`src/rtl/noc_pkg.sv`:
```
// Shared constants for the ring NoC: default packet field positions, polarity
// reset value and the ring arbiter owner encoding.
package noc_pkg;

  localparam int NOC_WIDTH  = 64;
  localparam int NOC_VC_BIT = 0;
  localparam int NOC_HOP_HI = 8;
  localparam int NOC_HOP_LO = 15;
  localparam int NUM_VC     = 2;

  localparam logic POL_RESET = 1'b0;

  typedef enum logic {
    OWNER_RING  = 1'b0,
    OWNER_LOCAL = 1'b1
  } owner_e;

  function automatic logic [NUM_VC-1:0] vc_onehot(input logic vc);
    return vc ? 2'b10 : 2'b01;
  endfunction

endpackage

```
`src/rtl/noc_vc_buffer.sv`:
```
// One-entry packet buffer with a full flag. A write fills it; a clear empties
// it. The data is left in place on clear because readers gate it with full.
module noc_vc_buffer
  import noc_pkg::*;
#(
  parameter int WIDTH = NOC_WIDTH
) (
  input  logic             clk,
  input  logic             reset,
  input  logic             wr_en,
  input  logic [0:WIDTH-1] wr_data,
  input  logic             clr_en,
  output logic             full,
  output logic [0:WIDTH-1] data
);

  always_ff @(posedge clk or negedge reset) begin
    if (!reset) begin
      full <= 1'b0;
      data <= '0;
    end else if (wr_en) begin
      full <= 1'b1;
      data <= wr_data;
    end else if (clr_en) begin
      full <= 1'b0;
    end
  end

endmodule

```
`src/rtl/ring_router_node.sv`:
```
// Single-direction ring router node. Link transfers use VC !polarity while
// buffer moves use VC polarity, so no buffer is read and written in one cycle.
module ring_router_node
  import noc_pkg::*;
#(
  parameter int WIDTH  = NOC_WIDTH,
  parameter int VC_BIT = NOC_VC_BIT,
  parameter int HOP_HI = NOC_HOP_HI,
  parameter int HOP_LO = NOC_HOP_LO
) (
  input  logic             clk,
  input  logic             reset,
  output logic             polarity,
  input  logic             cwsi,
  output logic             cwri,
  input  logic [0:WIDTH-1] cwdi,
  output logic             cwso,
  input  logic             cwro,
  output logic [0:WIDTH-1] cwdo,
  input  logic             pesi,
  output logic             peri,
  input  logic [0:WIDTH-1] pedi,
  output logic             peso,
  input  logic             pero,
  output logic [0:WIDTH-1] pedo
);

  localparam int HOP_W = HOP_LO - HOP_HI + 1;

  if (VC_BIT < 0 || VC_BIT >= WIDTH || HOP_HI > HOP_LO || HOP_LO >= WIDTH) begin : g_bad_fields
    $error("ring_router_node: packet field positions out of range");
  end

  logic              pol_reg;
  owner_e            prio_reg [NUM_VC];
  logic              p_vc, e_vc;
  logic [NUM_VC-1:0] sel_p, sel_e;

  logic [NUM_VC-1:0] ir_full, il_full, or_full, ol_full;
  logic [NUM_VC-1:0] ir_wr, il_wr, or_wr, ol_wr;
  logic [NUM_VC-1:0] ir_clr, il_clr, or_clr, ol_clr;
  logic [0:WIDTH-1]  ir_data [NUM_VC];
  logic [0:WIDTH-1]  il_data [NUM_VC];
  logic [0:WIDTH-1]  or_data [NUM_VC];
  logic [0:WIDTH-1]  ol_data [NUM_VC];

  logic [0:WIDTH-1]  ring_pkt, local_pkt, fwd_pkt, or_wdata;
  logic [HOP_W-1:0]  hop;
  logic              ring_eject, ring_req, local_req, or_free, contend;
  logic              grant_ring, grant_local;

  assign p_vc     = pol_reg;
  assign e_vc     = ~pol_reg;
  assign sel_p    = vc_onehot(p_vc);
  assign sel_e    = vc_onehot(e_vc);
  assign polarity = pol_reg;

  for (genvar gi = 0; gi < NUM_VC; gi++) begin : g_vc
    noc_vc_buffer #(.WIDTH(WIDTH)) u_in_ring (
      .clk(clk), .reset(reset), .wr_en(ir_wr[gi]), .wr_data(cwdi),
      .clr_en(ir_clr[gi]), .full(ir_full[gi]), .data(ir_data[gi])
    );
    noc_vc_buffer #(.WIDTH(WIDTH)) u_in_local (
      .clk(clk), .reset(reset), .wr_en(il_wr[gi]), .wr_data(pedi),
      .clr_en(il_clr[gi]), .full(il_full[gi]), .data(il_data[gi])
    );
    noc_vc_buffer #(.WIDTH(WIDTH)) u_out_ring (
      .clk(clk), .reset(reset), .wr_en(or_wr[gi]), .wr_data(or_wdata),
      .clr_en(or_clr[gi]), .full(or_full[gi]), .data(or_data[gi])
    );
    noc_vc_buffer #(.WIDTH(WIDTH)) u_out_local (
      .clk(clk), .reset(reset), .wr_en(ol_wr[gi]), .wr_data(ring_pkt),
      .clr_en(ol_clr[gi]), .full(ol_full[gi]), .data(ol_data[gi])
    );
  end

  // External phase: link handshakes on VC e.
  assign cwri = ~ir_full[e_vc];
  assign peri = ~il_full[e_vc];
  assign cwso = or_full[e_vc] & cwro;
  assign peso = ol_full[e_vc] & pero;
  assign cwdo = or_full[e_vc] ? or_data[e_vc] : '0;
  assign pedo = ol_full[e_vc] ? ol_data[e_vc] : '0;

  // Internal phase: move packets of VC p from in buffers to out buffers.
  always_comb begin
    ring_pkt                = ir_data[p_vc];
    local_pkt               = il_data[p_vc];
    hop                     = ring_pkt[HOP_HI:HOP_LO];
    fwd_pkt                 = ring_pkt;
    fwd_pkt[HOP_HI:HOP_LO]  = hop - HOP_W'(1);
  end

  assign ring_eject  = ir_full[p_vc] & (hop == '0) & ~ol_full[p_vc];
  assign ring_req    = ir_full[p_vc] & (hop != '0);
  assign local_req   = il_full[p_vc];
  assign or_free     = ~or_full[p_vc];
  assign contend     = ring_req & local_req & or_free;
  assign grant_ring  = or_free & ring_req & (~local_req | (prio_reg[p_vc] == OWNER_RING));
  assign grant_local = or_free & local_req & (~ring_req | (prio_reg[p_vc] == OWNER_LOCAL));
  assign or_wdata    = grant_ring ? fwd_pkt : local_pkt;

  assign ir_wr  = sel_e & {NUM_VC{cwsi & cwri}};
  assign il_wr  = sel_e & {NUM_VC{pesi & peri}};
  assign or_clr = sel_e & {NUM_VC{cwso}};
  assign ol_clr = sel_e & {NUM_VC{peso}};
  assign ir_clr = sel_p & {NUM_VC{ring_eject | grant_ring}};
  assign il_clr = sel_p & {NUM_VC{grant_local}};
  assign or_wr  = sel_p & {NUM_VC{grant_ring | grant_local}};
  assign ol_wr  = sel_p & {NUM_VC{ring_eject}};

  // Priority only flips when both requesters actually compete for a free slot.
  always_ff @(posedge clk or negedge reset) begin
    if (!reset) begin
      pol_reg     <= POL_RESET;
      prio_reg[0] <= OWNER_RING;
      prio_reg[1] <= OWNER_RING;
    end else begin
      pol_reg <= ~pol_reg;
      if (contend) begin
        prio_reg[p_vc] <= (prio_reg[p_vc] == OWNER_RING) ? OWNER_LOCAL : OWNER_RING;
      end
    end
  end

endmodule

```
`config.mk`:
```
export PLATFORM = sky130hd
export DESIGN_NAME = ring_router_node
export DESIGN_NICKNAME = d
export VERILOG_FILES = /design/src/rtl/noc_pkg.sv /design/src/rtl/noc_vc_buffer.sv /design/src/rtl/ring_router_node.sv
export SDC_FILE = /design/constraint.sdc
export NUM_CORES = 1
export LEC_CHECK = 0
export CORE_ASPECT_RATIO = 0.8
export CORE_MARGIN = 10
export CORE_UTILIZATION = 40
export DETAILED_ROUTE_END_ITERATION = 7
export SYNTH_ARGS = -nofsm -noshare
export SYNTH_HDL_FRONTEND = slang
export SYNTH_HIERARCHICAL = 1
export SYNTH_SLANG_ARGS = --single-unit
```
`constraint.sdc`:
```
create_clock -name clk -period 3.78 [get_ports clk]
set_input_delay 0.378 -clock clk [delete_from_list [all_inputs] [get_ports clk]]
set_output_delay 0.378 -clock clk [all_outputs]
set_load 0.02 [all_outputs]
```
==> flow_metrics.py <==
metrics = {
    "yosys": {
        "netlist_area_um2": 25800,
        "synth_most_common_cell": "dfrtp_1",
        "synth_commonest_cells": "dfrtp_1, mux2_4, mux2_2",
        "synthArstFlopShare_pct": 100,
        "synth_edf_count": 0,
        "synthesis.nets": 1822,
        "synth_ff_type": "dfrtp_1",
        "yosysTopAreaCellShare_pct": 50.8,
        "yosys.area.top_type": "dfrtp_1",
        "synth_top_cells_by_area": "dfrtp_1, mux2_4, mux2_2",
        "ys_warn_count": 6,
        "synthCells": 1686,
        "synth.avg_cell_area_um2": 15.3,
        "yosysUniqueCellTypes": 44,
        "synth_seq_cells": 523,
        "ys_seq_area_share_pct": 50.8,
    },
    "finish": {
        "final_cells": 2841,
        "fin_nets": 2082,
        "final_core_util_pct": 48.7,
        "drive_above_1_share_pct": 42.2,
        "syn_to_final_growth_pct": 21.0,
    },
    "sta": {
        "setup_viol": 0,
        "slew_headroom_pct": 42.3,
        "finalHoldViolCount": 0,
        "tightest_slew_ns": 0.866,
        "fin_skew_ns": 0.0105,
        "fmax_ghz": 0.279,
        "finalCritPeriodShare_pct": 95.0,
        "hold_slack_ns": 0.388,
        "period_needed_ns": 3.59,
        "grt_setup_unrepaired": "no",
        "setup_tns_ns": 0,
        "drv_slew": 0,
    },
    "critical_path": {
        "worst-setup-path-type": "flop to output port",
        "cp_slowest_cell": "clkdlybuf4s50_1",
        "cpPeakStageDelay_ns": 0.67,
        "arrival_ns": 3.21,
        "cp_cell_sequence": "buf_6, buf_16, mux2i_1, nor2_1, clkdlybuf4s50_1",
        "crit_fanout": 85,
        "startpoint_type": "flop",
        "crit_required_ns": 3.40,
        "cp-end-kind": "output port",
    },
    "power_and_ir_drop": {
        "p_total_mw": 25.7,
        "p_leak_nw": 14.5,
        "power_density_nw_per_um2": 825,
        "vdd_drop_max_mv": 0.443,
    },
    "detailed_routing": {
        "drc_errors": 0,
        "wirelength_mm": 66.4,
        "via_per_inst": 5.09,
        "vias": 14462,
        "firstDrtPassIters": 4,
        "wl_per_cell_um": 23.4,
        "ant_nets": 0,
        "drt_iter0_drc": 632,
    },
    "placed_design": {
        "hpwl_mm": 42.1,
        "place_inst": 2737,
        "gp_congestion": 0.757,
        "io_buffer_count": 266,
    },
    "floorplanning": {
        "die_h_um": 247,
        "rows": 83,
        "io_pins": 267,
        "die_w_um": 304,
        "initial_core_util_pct": 40.3,
        "dieArea_um2": 75000,
        "core_um2": 64000,
    },
    "cts": {
        "clkTransAtPathRegs_ns": 0.06,
        "numClockSinks": 523,
        "insertion_delay_ns": 0.61,
        "root_buffer": "clkbuf_16",
        "cts_tree": "yes",
        "cts_buffers": 56,
        "htreeDepth": 2,
        "clk_path_buf_depth": 3,
    },
    "flow_run": {
        "cap_violations": 0,
    },
    "global_routing": {
        "globalRoute.totalOverflow": 0,
        "grt_start_max_net_pins": 143,
        "grt_pass1_vias": 16348,
        "track_usage_pct": 17.4,
        "antenna_found_initial": 6,
        "grt_pass1_wl_mm": 103,
    },
    "status": {
        "outcome": "finished, final reports clean",
    },
    "min_path": {
        "holdCritPathClass": "input port to asynchronous set/reset pin",
    },
}
where the power goes:
part,internal [mW],switching (mW)
registers,8.20,1.50
logic,6.19,4.20
clock network,3.32,2.29
path summary, 6_finish.rpt:
path / from / to / slack (ns) / cells past startpoint
max in group asynchronous: reset / g_vc[0].u_out_ring/data[62] / 2.08 / 3
setup reg to reg: polarity / g_vc[1].u_out_ring/data[57] / 0.66 / 8
setup / recovery: polarity / cwdo[62] / 0.19 / 5
min in group clk: cwdi[52] / g_vc[0].u_in_ring/data[52] / 0.41 / 2
hold reg to reg: g_vc[1].u_in_ring/data[55] / g_vc[1].u_in_ring/data[55] / 0.50 / 1
hold / removal: reset / g_vc[0].u_out_local/data[17] / 0.39 / 2
worst max-delay path: cells and delay by family (launching register included):
kind / cells / cell delay (ns)
muxes: 1 / 0.16
and+or+nand+nor: 1 / 0.27
buffers and inverters: 3 / 1.36
DFF: 1 / 0.66
cell type report:
cell class	instances	area (um2)
Multi-Input combinational cell	1043	11900
Clock inverter	15	185
Timing Repair Buffer	310	3240
Fill cell	5506	32800
Antenna cell	2	5.00
Sequential cell	523	13100
Clock buffer	86	1690
Tap cell	850	1060
Inverter	12	45.0
cells by family (layout without fill, tap and decap cells):
| group | count (synthesis) | in the layout | share of synthesized area, % |
|---|---|---|---|
| simple gates | 170 | 170 | 2.97 |
| buf+inv | 120 | 423 | 3.49 |
| compound gates | 31 | 31 | 0.860 |
| fa+ha+maj | 2 | 2 | 0.0971 |
| mux | 833 | 833 | 41.5 |
| xor+xnor | 7 | 7 | 0.238 |
| flops | 523 | 523 | 50.8 |
| other cells | 0 | 2 | 0 |
layout by cell type (no fill, tap or decap), types with 3 or more instances in the layout:
master	netlist	routed
a21oi_4	0	4
nor2_1	131	131
a21o_1	9	8
nor3_2	1	3
mux2_2	287	287
buf_12	0	17
nor3b_2	1	5
inv_1	12	12
nor3b_1	8	4
clkbuf_16	0	57
xor2_1	4	4
xnor2_1	3	3
nor3_1	5	3
clkinv_2	0	8
nor4_1	3	3
mux2i_1	145	145
clkbuf_1	18	14
clkbuf_8	0	15
bufinv_16	0	4
mux2_4	401	401
clkdlybuf4s50_1	0	265
or2_2	3	3
nand2_1	4	4
o21ai_0	4	4
dfrtp_1	523	522
buf_4	6	23
stage by stage:
step,worst slack [ns],instance area (um2)
after floorplan,0.486,25800
after global placement,0.706,29300
after detailed placement,0.669,29300
after CTS,0.0366,31200
after global routing,0.0593,31200
final,0.190,31200
repair_timing:
item                                   CTS  global route
resized for setup                        0             3
setup buffers                            0             0
hold buffers                             1             0
endpoints found under the hold margin   76             0
setup endpoints to repair                0            15
layer usage:
layer	wire length, um	part of all wire, %	up-vias	track usage [%]
li1	-	-	6494	-
met1	31800	48	7622	24.0
met2	30400	46	255	27.6
met3	3010	4.5	85	3.76
met4	1150	1.7	6	3.94
met5	41	0.062	-	0
No activity file was read; power rests on OpenSTA's default activity.
